<file path="src/rtl/vga_text_writer_if.sv">
// Key-input handshake plus video-memory write port of the text writer.
// master = key source / memory side, slave = the writer itself.
interface vga_text_writer_if;
  logic       key_valid;
  logic [7:0] key_ascii;
  logic       key_ready;
  logic       wren;
  logic [7:0] w_ascii_addr_x;
  logic [7:0] w_ascii_addr_y;
  logic [7:0] w_ascii;
  logic       busy;

  modport master (
    output key_valid, key_ascii,
    input  key_ready, wren, w_ascii_addr_x, w_ascii_addr_y, w_ascii, busy
  );

  modport slave (
    input  key_valid, key_ascii,
    output key_ready, wren, w_ascii_addr_x, w_ascii_addr_y, w_ascii, busy
  );
endinterface

</file>
<file path="src/rtl/vga_text_writer.sv">
// Terminal-style write controller: turns a stream of ASCII keys into video-memory
// writes, tracking a cursor and clearing new lines (and the whole screen after reset).
module vga_text_writer #(
  parameter int         COLS       = 70,
  parameter int         ROWS       = 64,
  parameter logic [7:0] BLANK      = 8'h20,
  parameter bit         INIT_CLEAR = 1'b1
) (
  input  logic             clk,
  input  logic             rstn,
  vga_text_writer_if.slave kbus
);
  localparam int XW = $clog2(COLS);
  localparam int YW = $clog2(ROWS);
  localparam logic [XW-1:0] X_LAST = XW'(COLS - 1);
  localparam logic [YW-1:0] Y_LAST = YW'(ROWS - 1);
  localparam logic [XW-1:0] X_ONE  = XW'(1);
  localparam logic [YW-1:0] Y_ONE  = YW'(1);

  typedef enum logic [1:0] {IDLE, WRITE, CLR_LINE, CLR_ALL} state_t;
  localparam state_t RESET_STATE = INIT_CLEAR ? CLR_ALL : IDLE;

  state_t        state_reg, state_next;
  logic [XW-1:0] cx_reg, cx_next, clr_x_reg, clr_x_next, ax_reg, ax_next;
  logic [YW-1:0] cy_reg, cy_next, clr_y_reg, clr_y_next, ay_reg, ay_next;
  logic [7:0]    char_reg, char_next, w_ascii_reg, w_ascii_next;
  logic          advance_reg, advance_next;
  logic          wren_reg, wren_next, key_ready_reg, key_ready_next;
  logic          busy_reg, busy_next;

  logic          transfer, is_print, is_newline, is_bs;
  logic [YW-1:0] cy_inc;

  assign transfer   = kbus.key_valid & key_ready_reg & (state_reg == IDLE);
  assign is_print   = (kbus.key_ascii >= 8'h20) && (kbus.key_ascii <= 8'h7E);
  assign is_newline = (kbus.key_ascii == 8'h0A) || (kbus.key_ascii == 8'h0D);
  assign is_bs      = (kbus.key_ascii == 8'h08);
  assign cy_inc     = (cy_reg == Y_LAST) ? '0 : cy_reg + Y_ONE;

  // State register
  always_ff @(posedge clk or negedge rstn) begin
    if (!rstn) state_reg <= RESET_STATE;
    else       state_reg <= state_next;
  end

  // Next-state and cursor/counter logic
  always_comb begin
    state_next   = state_reg;
    cx_next      = cx_reg;
    cy_next      = cy_reg;
    clr_x_next   = clr_x_reg;
    clr_y_next   = clr_y_reg;
    char_next    = char_reg;
    advance_next = advance_reg;
    case (state_reg)
      IDLE: begin
        if (transfer) begin
          if (is_print) begin
            state_next   = WRITE;
            char_next    = kbus.key_ascii;
            advance_next = 1'b1;
          end else if (is_newline) begin
            cx_next    = '0;
            cy_next    = cy_inc;
            clr_x_next = '0;
            state_next = CLR_LINE;
          end else if (is_bs && (cx_reg != '0)) begin
            cx_next      = cx_reg - X_ONE;
            char_next    = BLANK;
            advance_next = 1'b0;
            state_next   = WRITE;
          end else if (is_bs && (cy_reg != '0)) begin
            cx_next      = X_LAST;
            cy_next      = cy_reg - Y_ONE;
            char_next    = BLANK;
            advance_next = 1'b0;
            state_next   = WRITE;
          end
        end
      end
      WRITE: begin
        state_next = IDLE;
        if (advance_reg) begin
          if (cx_reg == X_LAST) begin
            cx_next    = '0;
            cy_next    = cy_inc;
            clr_x_next = '0;
            state_next = CLR_LINE;
          end else begin
            cx_next = cx_reg + X_ONE;
          end
        end
      end
      CLR_LINE: begin
        if (clr_x_reg == X_LAST) state_next = IDLE;
        else                     clr_x_next = clr_x_reg + X_ONE;
      end
      CLR_ALL: begin
        // The first cycle after reset only primes the scan; (0,0) is written next.
        if (wren_reg) begin
          if (clr_x_reg == X_LAST) begin
            clr_x_next = '0;
            if (clr_y_reg == Y_LAST) begin
              state_next = IDLE;
              cx_next    = '0;
              cy_next    = '0;
            end else begin
              clr_y_next = clr_y_reg + Y_ONE;
            end
          end else begin
            clr_x_next = clr_x_reg + X_ONE;
          end
        end
      end
      default: state_next = RESET_STATE;
    endcase
  end

  // Output values, registered below so every port comes straight from a flop
  always_comb begin
    wren_next      = 1'b0;
    ax_next        = cx_next;
    ay_next        = cy_next;
    w_ascii_next   = BLANK;
    key_ready_next = (state_next == IDLE);
    busy_next      = (state_next == CLR_LINE) || (state_next == CLR_ALL);
    case (state_next)
      WRITE: begin
        wren_next    = 1'b1;
        w_ascii_next = char_next;
      end
      CLR_LINE: begin
        wren_next = 1'b1;
        ax_next   = clr_x_next;
      end
      CLR_ALL: begin
        wren_next = 1'b1;
        ax_next   = clr_x_next;
        ay_next   = clr_y_next;
      end
      default: ;
    endcase
  end

  always_ff @(posedge clk or negedge rstn) begin
    if (!rstn) begin
      cx_reg        <= '0;
      cy_reg        <= '0;
      clr_x_reg     <= '0;
      clr_y_reg     <= '0;
      char_reg      <= BLANK;
      advance_reg   <= 1'b0;
      wren_reg      <= 1'b0;
      ax_reg        <= '0;
      ay_reg        <= '0;
      w_ascii_reg   <= BLANK;
      key_ready_reg <= 1'b0;
      busy_reg      <= INIT_CLEAR;
    end else begin
      cx_reg        <= cx_next;
      cy_reg        <= cy_next;
      clr_x_reg     <= clr_x_next;
      clr_y_reg     <= clr_y_next;
      char_reg      <= char_next;
      advance_reg   <= advance_next;
      wren_reg      <= wren_next;
      ax_reg        <= ax_next;
      ay_reg        <= ay_next;
      w_ascii_reg   <= w_ascii_next;
      key_ready_reg <= key_ready_next;
      busy_reg      <= busy_next;
    end
  end

  assign kbus.wren           = wren_reg;
  assign kbus.w_ascii_addr_x = 8'(ax_reg);
  assign kbus.w_ascii_addr_y = 8'(ay_reg);
  assign kbus.w_ascii        = w_ascii_reg;
  assign kbus.key_ready      = key_ready_reg;
  assign kbus.busy           = busy_reg;
endmodule
</file>
<file path="src/flat_wrapper.sv">
// flat-port wrapper written by rule: the top's interface ports become plain ports
module vga_text_writer_flat 
#(
  parameter int         COLS       = 70,
  parameter int         ROWS       = 64,
  parameter logic [7:0] BLANK      = 8'h20,
  parameter bit         INIT_CLEAR = 1'b1
)
  (clk, rstn, kbus_key_valid, kbus_key_ascii, kbus_key_ready, kbus_wren, kbus_w_ascii_addr_x, kbus_w_ascii_addr_y, kbus_w_ascii, kbus_busy);
  vga_text_writer_if kbus_i ();
  input  logic clk;
  input  logic rstn;
  input wire logic [$bits(kbus_i.key_valid)-1:0] kbus_key_valid;
  input wire logic [$bits(kbus_i.key_ascii)-1:0] kbus_key_ascii;
  output wire logic [$bits(kbus_i.key_ready)-1:0] kbus_key_ready;
  output wire logic [$bits(kbus_i.wren)-1:0] kbus_wren;
  output wire logic [$bits(kbus_i.w_ascii_addr_x)-1:0] kbus_w_ascii_addr_x;
  output wire logic [$bits(kbus_i.w_ascii_addr_y)-1:0] kbus_w_ascii_addr_y;
  output wire logic [$bits(kbus_i.w_ascii)-1:0] kbus_w_ascii;
  output wire logic [$bits(kbus_i.busy)-1:0] kbus_busy;
  assign kbus_i.key_valid = kbus_key_valid;
  assign kbus_i.key_ascii = kbus_key_ascii;
  assign kbus_key_ready = kbus_i.key_ready;
  assign kbus_wren = kbus_i.wren;
  assign kbus_w_ascii_addr_x = kbus_i.w_ascii_addr_x;
  assign kbus_w_ascii_addr_y = kbus_i.w_ascii_addr_y;
  assign kbus_w_ascii = kbus_i.w_ascii;
  assign kbus_busy = kbus_i.busy;
  vga_text_writer #(.COLS(COLS), .ROWS(ROWS), .BLANK(BLANK), .INIT_CLEAR(INIT_CLEAR)) u_core (.clk(clk), .rstn(rstn), .kbus(kbus_i));
endmodule
</file>
<file path="config.mk">
export PLATFORM = sky130hd
export DESIGN_NAME = vga_text_writer_flat
export DESIGN_NICKNAME = d
export VERILOG_FILES = /design/src/rtl/vga_text_writer_if.sv /design/src/rtl/vga_text_writer.sv /design/src/flat_wrapper.sv
export SDC_FILE = /design/constraint.sdc
export NUM_CORES = 1
export LEC_CHECK = 0
export CAP_MARGIN = 15
export CORE_ASPECT_RATIO = 0.75
export CORE_MARGIN = 2
export CORE_UTILIZATION = 35
export CTS_BUF_LIST = sky130_fd_sc_hd__clkbuf_2 sky130_fd_sc_hd__clkbuf_4 sky130_fd_sc_hd__clkbuf_8
export DETAILED_ROUTE_END_ITERATION = 6
export GPL_TIMING_DRIVEN = 0
export PLACE_DENSITY = 0.67
export RECOVER_POWER = 100
export SKIP_LAST_GASP = 1
export SYNTH_ARGS = -nofsm -noshare
export SYNTH_HDL_FRONTEND = slang
export SYNTH_SLANG_ARGS = --single-unit
</file>
<file path="constraint.sdc">
create_clock -name clk -period 2.77 [get_ports clk]
set_input_delay 0.554 -clock clk [delete_from_list [all_inputs] [get_ports clk]]
set_output_delay 0.554 -clock clk [all_outputs]
set_load 0.01 [all_outputs]
</file>
-- After elaboration in Yosys (flattened, before gate mapping)
Index checks and enable logic that the tools add are counted.
- bits in registers: 61
- bits of input ports: 11
- output and inout bits: 27
- logic and storage cells: 112
- $add $sub $neg: 6
- eq/ne operators: 14
- reduce and logical (&&, ||, !) cells: 13
- bitwise operators: 2
- muxes and demuxes: 62
- $lt $le $gt $ge: 2
- operators by type and width (kind ; number):
    $mux W7 ; 19
    $mux W6 ; 16
    $mux W8 ; 7
    $pmux W7 S4 ; 1
    $eq A8 B4 Y1 const B ; 3
    $mux W2 ; 11
    $pmux W7 S3 ; 1
    $pmux W6 S3 ; 1
    $add A7 B1 Y7 const B ; 2
    $eq A7 B7 Y1 const B ; 2
    $add A6 B1 Y6 const B ; 2
    $eq A6 B6 Y1 const B ; 2
    $eq A2 B2 Y1 const B ; 4
    $ge A8 B6 Y1 const B ; 1
    $le A8 B7 Y1 const B ; 1
    $pmux W2 S4 ; 1
    $reduce_bool A7 Y1 ; 1
    $sub A7 B1 Y7 const B ; 1
    $reduce_bool A6 Y1 ; 1
    $sub A6 B1 Y6 const B ; 1
    $mux W1 ; 5
    $eq A2 B1 Y1 const B ; 2
    $logic_not A2 Y1 ; 2
    $reduce_and A4 Y1 ; 1
    7 further kinds ; 11

-- Logic depth before layout (Yosys ltp)
- word-level depth: 11
- gate-level depth with buffers: 11
- depth with buffers taken out: 11

-- Worst setup path before layout
Ideal clock, no wire load.
- kind: in2reg
- from: input port kbus_key_ascii[5]
- to: register u_core.ax_reg[3]
- library setup time: 0.121 ns
- data required time: 2.649 ns
- stages on the path: 7
- path slack: -0.067 ns
- arrival time: 2.716 ns
- buffers on the path: 1
- path through: or4b_2 clkbuf_1 a211oi_1 a21oi_1 a21oi_1 a32oi_1 a22o_2
- elaborated cells between the ends (all ways): 29
- those cells by class: 2 x order compare; 5 x eq/ne; 17 x mux; 5 x reduce/logical
- RTL lines (element ; line ; text):
    start: declaration ; flat_wrapper.sv:14 ; input wire logic [$bits(kbus_i.key_ascii)-1:0] kbus_key_ascii;
    $eq A8 B4 Y1 ; vga_text_writer.sv:37 ; assign is_bs = (kbus.key_ascii == 8'h08);
    $logic_and A1 B1 Y1 ; vga_text_writer.sv:72 ; end else if (is_bs && (cy_reg != '0)) begin
    $mux W7 ; vga_text_writer.sv:72 ;
    $mux W7 ; vga_text_writer.sv:67 ; end else if (is_bs && (cx_reg != '0)) begin
    $mux W7 ; vga_text_writer.sv:62 ; end else if (is_newline) begin
    $mux W7 * ; vga_text_writer.sv:58 ; if (is_print) begin
    $mux W7 * ; vga_text_writer.sv:57 ; if (transfer) begin
    $pmux W7 S3 * ; vga_text_writer.sv:55 ; case (state_reg)
    via u_core.cx_next[3] ; vga_text_writer.sv:24 ; logic [XW-1:0] cx_reg, cx_next, clr_x_reg, clr_x_next, ax_reg, ax_next;
    $mux W7 * ; vga_text_writer.sv:127 ; case (state_next)
    via u_core.ax_next[3] ; vga_text_writer.sv:24 ;
    end signal: assignment ; vga_text_writer.sv:167 ; ax_reg <= ax_next;
    end: declaration ; vga_text_writer.sv:24 ;
Mark *: on every way through the listed nets, which the timed path passes. The rest lies on a longest branch.
A chain may end at the register's enable or synchronous reset.

-- Worst setup path after layout
- from: register u_core.clr_x_reg[3]
- to: register u_core.cy_reg[3]
- word-level cells in the longest chain between the ends: 4
- ends and longest elaborated chain (element ; line ; text):
    start: declaration ; vga_text_writer.sv:24 ;
    start signal: assignment ; vga_text_writer.sv:162 ; clr_x_reg <= clr_x_next;
    $eq A7 B7 Y1 ; vga_text_writer.sv:101 ; if (clr_x_reg == X_LAST) begin
    $mux W6 ; vga_text_writer.sv:101 ;
    $mux W6 ; vga_text_writer.sv:100 ; if (wren_reg) begin
    $pmux W6 S3 ; vga_text_writer.sv:55 ;
    via u_core.cy_next[3] ; vga_text_writer.sv:25 ; logic [YW-1:0] cy_reg, cy_next, clr_y_reg, clr_y_next, ay_reg, ay_next;
    end signal: assignment ; vga_text_writer.sv:161 ; cy_reg <= cy_next;
    end: declaration ; vga_text_writer.sv:25 ;
The timed path passes the listed nets, and every way through them passes these cells.

==> flow_summary.ini <==
[floorplan]
die_area_sq_um = 11100
pin_count = 38
core_area_sq_um = 9810
start_util_pct = 36.5
rows = 31
die-height_microns = 91.6
chipWidth_microns = 121

[logic_synthesis]
yosys.cell_types.count = 76
synth_edf_count = 0
async_flop_share_pct = 100
synth.area.top_cells = dfrtp_1 (34%), nand2_1 (4.1%), ha_1 (3.8%)
netlist_top_cells_count = dfrtp_1 (49), nand2_1 (39), nor2_1 (33)
ys_ff_latch = 53
syn_inst = 416
synth_top_area_cell = dfrtp_1
seq_area_frac_synth_pct = 37.2
synth.cell_area_sq_um = 3580
synth_warnings = 0
synth_most_common_cell = dfrtp_1
ys.flop_type = dfrtp_1
avgSynthCellArea_sq_um = 8.60
synth_top_area_share_pct = 34.3

[finish]
stdcell_area_sq_um = 4440
drive_above_1_share_pct = 17.1
diodes = 0
seqCellArea_sq_um = 1330
multiInputGateArea_sq_um = 2190
final-instance-count-excl-fill = 605
largest_reg_flops = 8
num-fill-cells = 934
nNetsFinal = 494
area_growth_pct = 24.2

[setup_path]
crit_arrival_ps = 2940
crit_slowest_cell = or4b_4
worstPathRequired_ps = 2940
crit_fanout = 9
cp-start-kind = flip-flop
crit_path_end_kind = flip-flop
cpPeakStageDelay_ps = 570
ff2ff_setup_slack_ps = -3
r2r_cells = 8
worstPathCellList = buf_6 -> or4b_4 -> nor2_1 -> bufinv_8 -> o41a_1 -> a311o_1 -> a2bb2oi_1 -> o21ai_0
r2r_end = u_core.cy_reg[3]
worst-setup-path-type = flip-flop to flip-flop
r2r_start = u_core.clr_x_reg[3]

[sta]
clock.fmax_ghz = 0.361
rsz0062_at_grt = yes
final_hold_viol_count = 0
timing.final.crit_period_ps = 2770
clock_skew_ps = 9.47
slew_violations = 0
fin_ws_ps = -3.16
slew_headroom_pct = 34.0
period_share_pct = 100
worst_pin_slew_ps = 990
setup_viol = 1

[clocking]
cts_tree = yes
h-tree-depth = 2
numClockSinks = 53
clk_path_buf_depth = 2
cts-root-buf = clkbuf_8
cts_buffers = 5
clkLatencyLatePin_ps = 320
clk_pin_slew_worst_paths_ps = 100
cts-hold-fix-buffers = 0

[place]
post-place-cells = 585
hpwl_microns = 7790
portBuffers = 33
routabilityCongestion = 0.965
place_area_sq_um = 4100

[drt]
firstDrtPassIters = 5
drc = 0
routed-via-count = 3496
via_per_inst = 5.78
wl_per_cell_microns = 17.8
ant_nets = 0
drt-initial-drc-count = 387
drt_wl_total_microns = 10700

[global_route]
grtUsageTotal_pct = 19.8
overflow = 0
antenna_found_initial = 0
grt_pass1_wl_microns = 17300
grt_max_degree = 41
first_global_vias = 3258

[power]
p_leak_uw = 0.00185
pwr-share-seq_pct = 30.9
powerDensity_nw_per_um2 = 829
pwr-share-comb_pct = 54.1
finalPower_uw = 3680
p_int_uw = 2040
switching_share_pct = 44.6
switchingPower_uw = 1640
ir_drop_v = 0.000286
p_clk_share_pct = 15.0

[outcome]
status = finished, violations left
failed_checks = setup timing

[job]
cap_violations = 0

[worst_hold_path]
hold_path_class = primary input to async pin
==> cell type report <==
type / instances / area share (%)
plain buffers: 21 / 2.48
clock buffers: 6 / 1.72
clock inverters: 2 / 0.873
inverters: 18 / 1.89
multi-input cells: 324 / 49.4
flip-flops and latches: 53 / 30.0
well taps: 132 / 3.72
repair buffers: 49 / 10.0
==> per-stage QoR <==
stage | util [%] | setup TNS, ps | hold WS [ps] | setup slack, ps
global route | 45.3 | -77.3 | 347 | -39.8
global placement | 41.7 | -46040 | 549 | -996
CTS | 44.2 | 0 | 142 | 9.01
floorplan | - | -4.37 | 258 | -4.37
detailed placement | 41.8 | -20320 | 492 | -943
finish | 45.3 | -3.16 | 279 | -3.16
==> cell usage in the layout, fill, tap and decap left out, types with 6 or more instances in the layout <==
master	n
nor3_1	11
a21oi_1	26
and3_1	7
nand3_1	23
o21ai_0	21
dfrtp_1	49
ha_1	11
dlygate4sd3_1	26
clkbuf_8	6
nor2_1	29
clkbuf_1	13
nand2b_1	6
a31oi_1	11
inv_1	15
nand4_1	10
buf_4	18
and2_1	6
nand2_1	39
==> how the worst max path moves through the flow <==
stage	from	end	cells past startpoint
detailed placement	kbus_key_ascii[5]	u_core.cy_reg[0]	8
global route	kbus_key_ascii[7]	u_core.ax_reg[2]	7
CTS	kbus_key_ascii[6]	u_core.ax_reg[2]	7
finish	u_core.clr_x_reg[3]	u_core.cy_reg[3]	8
floorplan	kbus_key_ascii[5]	u_core.ax_reg[2]	7
global placement	kbus_key_ascii[5]	u_core.cy_reg[0]	8
==> worst max-delay path: cells and delay by family (launching register included) <==
family | cells | cell delay (ps)
AOI/OAI and AO/OA | 4 | 1130
buffers and inverters | 2 | 350
DFF | 1 | 390
and+or+nand+nor | 2 | 760
==> timing repair <==
action                                  CTS  global route
hold endpoints to repair                  0             0
endpoints found under the setup margin   33            17
resized for setup                        15            19
pin swaps                                 8             3
setup buffers                            11             4
==> power by group through the flow <==
stage,Sequential [uW],Combinational [uW],Clock [uW]
after floorplan,1160,1200,0
after global placement,1150,1820,0
after detailed placement,1150,1830,0
after CTS,1140,1930,569
after global routing,1170,2160,601
final,1140,1990,552
==> metal layers <==
layer  share of wire, %  wire (microns)  track usage, %  up-vias
met2                 42            4560            27.7      174
met4                1.6             170            4.65        0
met1                 48            5140            30.5     1667
met5                  0               0               0        -
met3                8.2             885            4.46       20
li1                   -               -               -     1635
==> kinds of logic after synthesis <==
family	share of synthesized area, %
other cells	0.105
simple gates	24.8
buf+inv	5.53
compound gates	23.9
fa+ha+maj	3.85
flops	37.2
mux	2.73
xor+xnor	1.96
(Power assumes the default switching activity.)
